File: src/rtl/spline_cp_seq.sv
// Spline control-point sequencer: fetches Q_ORD points of a span and applies deltas.
// Define CP_SAT_ADD_EN to saturate the update sum instead of wrapping.
module spline_cp_seq #(
   parameter int WIDTH      = 16,
   parameter int Q_ORD      = 4,
   parameter int Q          = 13,
   parameter int SPAN_WIDTH = 5,
   parameter int ADDR_WIDTH = 4
) (
   input  logic                   clk,
   input  logic                   reset,
   input  logic                   start,
   input  logic [SPAN_WIDTH-1:0]  span_ind,
   output logic [Q_ORD*WIDTH-1:0] q_vec_packed,
   output logic                   q_vec_valid,
   input  logic                   upd_valid,
   output logic                   upd_ready,
   input  logic [Q_ORD*WIDTH-1:0] delta_packed,
   output logic [ADDR_WIDTH-1:0]  mem_addr,
   output logic                   mem_we,
   output logic [WIDTH-1:0]       mem_wdata,
   input  logic [WIDTH-1:0]       mem_rdata,
   output logic                   busy,
   output logic                   done,
   output logic                   span_clip
);

   localparam int KW   = (Q_ORD > 1) ? $clog2(Q_ORD) : 1;
   localparam int SMAX = Q - Q_ORD;
   localparam logic [KW-1:0] KLAST = KW'(Q_ORD - 1);

   typedef enum logic [2:0] {
      IDLE, FETCH, DRAIN, WAIT_UPD, UPD_RD, UPD_WR
   } state_t;

   state_t                state_q;
   logic [KW-1:0]         k_q;
   logic [ADDR_WIDTH-1:0] span_q;
   logic [ADDR_WIDTH-1:0] addr_q;
   logic                  we_q;
   logic                  qv_valid_q;
   logic                  done_q;
   logic                  clip_q;
   logic [WIDTH-1:0]      qv_q  [Q_ORD];
   logic [WIDTH-1:0]      dlt_q [Q_ORD];

   logic                  clip_d;
   logic [ADDR_WIDTH-1:0] span_d;
   logic [WIDTH-1:0]      dk;
   logic [WIDTH-1:0]      sum_w;

   assign clip_d = 32'(span_ind) > 32'(SMAX);
   assign span_d = clip_d ? ADDR_WIDTH'(SMAX) : ADDR_WIDTH'(span_ind);
   assign dk     = dlt_q[k_q];

`ifdef CP_SAT_ADD_EN
   logic [WIDTH:0] sum_x;
   assign sum_x = {mem_rdata[WIDTH-1], mem_rdata} + {dk[WIDTH-1], dk};
   // Sign bits disagree only on overflow; clamp toward the overflow direction.
   assign sum_w = (sum_x[WIDTH] != sum_x[WIDTH-1]) ?
                  (sum_x[WIDTH] ? {1'b1, {(WIDTH-1){1'b0}}}
                                : {1'b0, {(WIDTH-1){1'b1}}}) :
                  sum_x[WIDTH-1:0];
`else
   assign sum_w = mem_rdata + dk;
`endif

   always_ff @(posedge clk) begin
      if (reset) begin
         state_q    <= IDLE;
         k_q        <= '0;
         span_q     <= '0;
         addr_q     <= '0;
         we_q       <= 1'b0;
         qv_valid_q <= 1'b0;
         done_q     <= 1'b0;
         clip_q     <= 1'b0;
         for (int i = 0; i < Q_ORD; i++) begin
            qv_q[i]  <= '0;
            dlt_q[i] <= '0;
         end
      end else begin
         qv_valid_q <= 1'b0;
         done_q     <= 1'b0;
         clip_q     <= 1'b0;
         unique case (state_q)
            IDLE: begin
               if (start) begin
                  span_q  <= span_d;
                  clip_q  <= clip_d;
                  k_q     <= '0;
                  addr_q  <= span_d;
                  state_q <= FETCH;
               end
            end
            FETCH: begin
               // Read data lags the address by one cycle.
               if (k_q != '0) qv_q[k_q - 1'b1] <= mem_rdata;
               if (k_q == KLAST) begin
                  addr_q  <= '0;
                  state_q <= DRAIN;
               end else begin
                  k_q    <= k_q + 1'b1;
                  addr_q <= span_q + ADDR_WIDTH'(k_q) + 1'b1;
               end
            end
            DRAIN: begin
               qv_q[KLAST] <= mem_rdata;
               qv_valid_q  <= 1'b1;
               state_q     <= WAIT_UPD;
            end
            WAIT_UPD: begin
               if (upd_valid) begin
                  for (int i = 0; i < Q_ORD; i++)
                     dlt_q[i] <= delta_packed[WIDTH*i +: WIDTH];
                  k_q     <= '0;
                  addr_q  <= span_q;
                  state_q <= UPD_RD;
               end
            end
            UPD_RD: begin
               we_q    <= 1'b1;
               state_q <= UPD_WR;
            end
            UPD_WR: begin
               we_q <= 1'b0;
               if (k_q == KLAST) begin
                  addr_q  <= '0;
                  done_q  <= 1'b1;
                  state_q <= IDLE;
               end else begin
                  k_q     <= k_q + 1'b1;
                  addr_q  <= span_q + ADDR_WIDTH'(k_q) + 1'b1;
                  state_q <= UPD_RD;
               end
            end
            default: state_q <= IDLE;
         endcase
      end
   end

   for (genvar g = 0; g < Q_ORD; g++) begin : g_pack
      assign q_vec_packed[WIDTH*g +: WIDTH] = qv_q[g];
   end

   always_comb begin
      mem_wdata = '0;
      if (state_q == UPD_WR) mem_wdata = sum_w;
   end

   assign mem_addr    = addr_q;
   assign mem_we      = we_q;
   assign q_vec_valid = qv_valid_q;
   assign upd_ready   = (state_q == WAIT_UPD);
   assign busy        = (state_q != IDLE);
   assign done        = done_q;
   assign span_clip   = clip_q;

endmodule

File: config.mk
export PLATFORM = sky130hd
export DESIGN_NAME = spline_cp_seq
export DESIGN_NICKNAME = d
export VERILOG_FILES = /design/src/rtl/spline_cp_seq.sv
export SDC_FILE = /design/constraint.sdc
export NUM_CORES = 1
export LEC_CHECK = 0
export BUFFER_PORTS_ARGS = -buffer_cell sky130_fd_sc_hd__buf_2
export CAP_MARGIN = 10
export CORE_MARGIN = 5
export CORE_UTILIZATION = 48
export CTS_CLUSTER_SIZE = 20
export DETAILED_ROUTE_END_ITERATION = 6
export PLACE_DENSITY = 0.8
export SLEW_MARGIN = 20
export SYNTH_ARGS = -nofsm -noshare
export SYNTH_HDL_FRONTEND = slang
export SYNTH_SLANG_ARGS = --single-unit
File: constraint.sdc
create_clock -name clk -period 2.44 [get_ports clk]
set_input_delay 0 -clock clk [delete_from_list [all_inputs] [get_ports clk]]
set_output_delay 0 -clock clk [all_outputs]
set_load 0.01 [all_outputs]
==> flow_summary.ini <==
[logic_synthesis]
ys.flop_type = edfxtp_1
synth_edf_count = 128
async_flop_share = 0
avgSynthCellArea_um2 = 12.5
yosys_warnings = 0
synth.net_count = 660
syn-cell-area_mm2 = 0.00687
yosysUniqueCellTypes = 53
synthCells = 550
synth_seq_cells = 147
ys_seq_area_frac = 0.615

[job]
drv_cap = 0

[floorplanning]
start_util = 0.493
die-area_mm2 = 0.0168
ios = 179
core-area_mm2 = 0.0139
die_w_um = 130
die_y_um = 130
rows = 43

[cells_and_area]
drive_above_1_share = 0.394
multi_input_area_mm2 = 0.00278
fin_nets = 977
fillerInstances = 834
seq_area_mm2 = 0.00423
final_cells = 1061
final_core_util = 0.735
area_growth_syn_to_layout_pct = 49.0

[setup_path]
worstSetupEndpointType = output pin
worstPathRequired_ns = 2.44
reg2reg_slack_ns = 0.21
crit_arrival_ns = 3.07
r2r-start = state_q[1]$_SDFFE_PP0P_
cp_max_fo = 6
start_kind = flop
critical_path_class = reg2out

[grt]
grt_usage = 0.230
first_global_vias = 5692
grt_max_degree = 65
grt_first_pass_wirelength_mm = 29.3
overflow = 0
antenna_found_initial = 2

[routing]
route.detailed.drc = 0
routed_wirelength_mm = 19.2
vias = 5570
drt_iter0_drc = 390
vias_per_cell = 5.25
first_pass_iters = 5
ant_nets = 0
wl_per_cell_um = 18.1

[placement]
portBuffers = 178
place_inst = 932
dp_hpwl_mm = 12.7
dpl_worst_slack_ns = -0.323
gp_congestion = 0.873

[pwr]
total_power_mw = 6.57
power_density_mw_per_mm2 = 642
ir_drop_v = 0.000445
p_leak_nw = 4.30

[min_path]
hold_class = in2reg
worstHoldStart = mem_rdata[2]

[clocking]
clk_latency_ns = 0.43
clockRootBuffer = clkbuf_16
cts_tree = built
clk_pin_slew_ns = 0.05
cts_htree_levels = 4
numCtsBuffers = 17
cts_sinks = 147
clock_path_buffers = 2

[status]
violations = negative setup slack
status = finished, violations left

[sta]
layout_setup_ws_ns = -0.629
period_minus_slack_ns = 3.07
max_slew_margin = 0.630
finalSetupViolations = 14
rsz0062_at_grt = yes
drv_slew = 0
fin_skew_ns = 0.00722
hold_viol = 0
fmaxAchievable_ghz = 0.326
period_share = 1.26
tightest_slew_ns = 0.553
-- synthesized netlist by cell type, types with 2 or more instances --
master,count,area [µm²]
nor3_1,14,70.1
nor2_1,63,236
o41ai_1,2,17.5
and2_1,67,419
or3_1,3,18.8
and3_1,3,18.8
a21o_1,3,22.5
clkbuf_1,17,63.8
buf_6,2,22.5
mux2i_1,2,20.0
o21ai_0,17,85.1
a21oi_1,22,110
o21bai_1,3,22.5
nor2b_1,4,25.0
a21boi_0,2,15.0
xnor2_1,4,35.0
a2111oi_0,2,17.5
a211oi_1,6,45.0
fa_1,2,40.0
a221oi_1,2,17.5
ha_1,19,238
nand2b_1,9,56.3
nand4_1,5,31.3
nor2_2,10,62.6
edfxtp_1,128,3840
xor2_1,5,43.8
and2b_1,2,15.0
dfxtp_1,19,380
o21a_1,3,22.5
nor3b_1,4,30.0
nand3_1,3,15.0
a22oi_1,2,15.0
inv_1,22,82.6
buf_2,5,25.0
nand2_1,41,154
mux4_2,16,360
-- repair_timing --
item                                    in CTS  in global routing
hold buffers                                83                  0
buffers inserted                             3                 11
endpoints found under the setup margin      14                 14
hold endpoints to repair                    83                  0
gates cloned                                 0                  0
gates resized for setup                     28                 39
pin swaps                                   11                 22
-- critical path, cell delays in order, from the launching register on --
cell     delay, ns
dfxtp_4       0.36
buf_12        0.13
buf_4         0.11
buf_4         0.10
mux4_2        0.52
ha_4          0.25
a21o_1        0.21
a21o_1        0.19
a221o_1       0.30
o21ai_1       0.11
nor3b_2       0.19
buf_2         0.17
-- kinds of logic (layout without fill, tap and decap cells) --
family          Yosys count  count (layout)  share of synthesized area
compound gates           75              75                     0.0719
other cells               0               2                          0
mux                      18              18                     0.0554
flops                   147             147                      0.615
buf+inv                  48             377                     0.0322
fa+ha+maj                21              21                     0.0404
simple gates            232             232                      0.174
xor+xnor                  9               9                     0.0115
-- where the power goes --
| part | internal (mW) | leakage (nW) | total [mW] | switching (mW) |
|---|---|---|---|---|
| Combinational | 0.509 | 2.53 | 0.974 | 0.465 |
| Sequential | 2.82 | 1.48 | 2.86 | 0.0398 |
| Clock | 1.79 | 0.297 | 2.74 | 0.949 |
| Total | 5.12 | 4.30 | 6.57 | 1.45 |
-- final cells by class --
| type | instances | area share |
|---|---|---|
| Clock buffer | 19 | 0.0423 |
| Clock inverter | 12 | 0.0182 |
| Multi-Input combinational cell | 355 | 0.272 |
| Inverter | 22 | 0.00807 |
| Antenna cell | 2 | 0.000489 |
| Timing Repair Buffer | 324 | 0.224 |
| Sequential cell | 147 | 0.413 |
| Tap cell | 180 | 0.0220 |
-- placed cells by master, fill, tap and decap left out, types with 5 or more instances in the layout --
cell,Yosys,routed
and2_1,67,67
nand4_1,5,5
o21ai_0,17,10
nor2_1,63,61
mux4_2,16,16
xor2_1,5,5
inv_1,22,22
dfxtp_1,19,18
nor2_2,10,12
buf_6,2,5
edfxtp_1,128,128
a21oi_4,1,5
buf_4,1,51
ha_4,0,10
bufinv_16,0,5
a21oi_1,22,13
dlygate4sd3_1,0,83
a21oi_2,0,5
nand2_1,41,37
nand2b_1,9,8
buf_12,1,6
ha_1,19,5
clkbuf_16,0,17
nor3_1,14,12
buf_2,5,178
-- stage by stage --
stage                     hold slack (ns)  area, µm²  TNS (ns)
final                              0.0183      10200     -6.09
after CTS                         0.00145       9950     -6.04
after global placement              0.277       8330     -1.28
after floorplan                     0.148       6930    -0.131
after global routing               0.0226      10200     -7.69
after detailed placement            0.281       8330     -1.80
-- metal layers --
metal,vias up,global-route usage,share of wire
met5,-,0,0
met4,0,0.115,0.042
met3,61,0.0614,0.079
met2,266,0.378,0.50
met1,2624,0.280,0.38
li1,2619,-,-
-- path summary, 6_finish.rpt --
kind / to / cells after the start
worst max register to register: span_q[3]$_SDFFE_PP0P_ / 6
worst min-delay path: qv_q[3][2]$_DFFE_PP_ / 3
worst max-delay path: mem_wdata[13] / 11
worst min register to register: mem_addr[0]$_SDFFE_PP0P_ / 2
-- sequential cells by signal, summed over array words and instances (netlist names), named ones only --
register     flops
dlt_q           64
done             1
k_q              2
mem_addr         4
mem_we           1
q_vec_valid      1
qv_q            64
span_clip        1
span_q           4
state_q          3
Note: power is estimated with default switching activity, not from simulation.
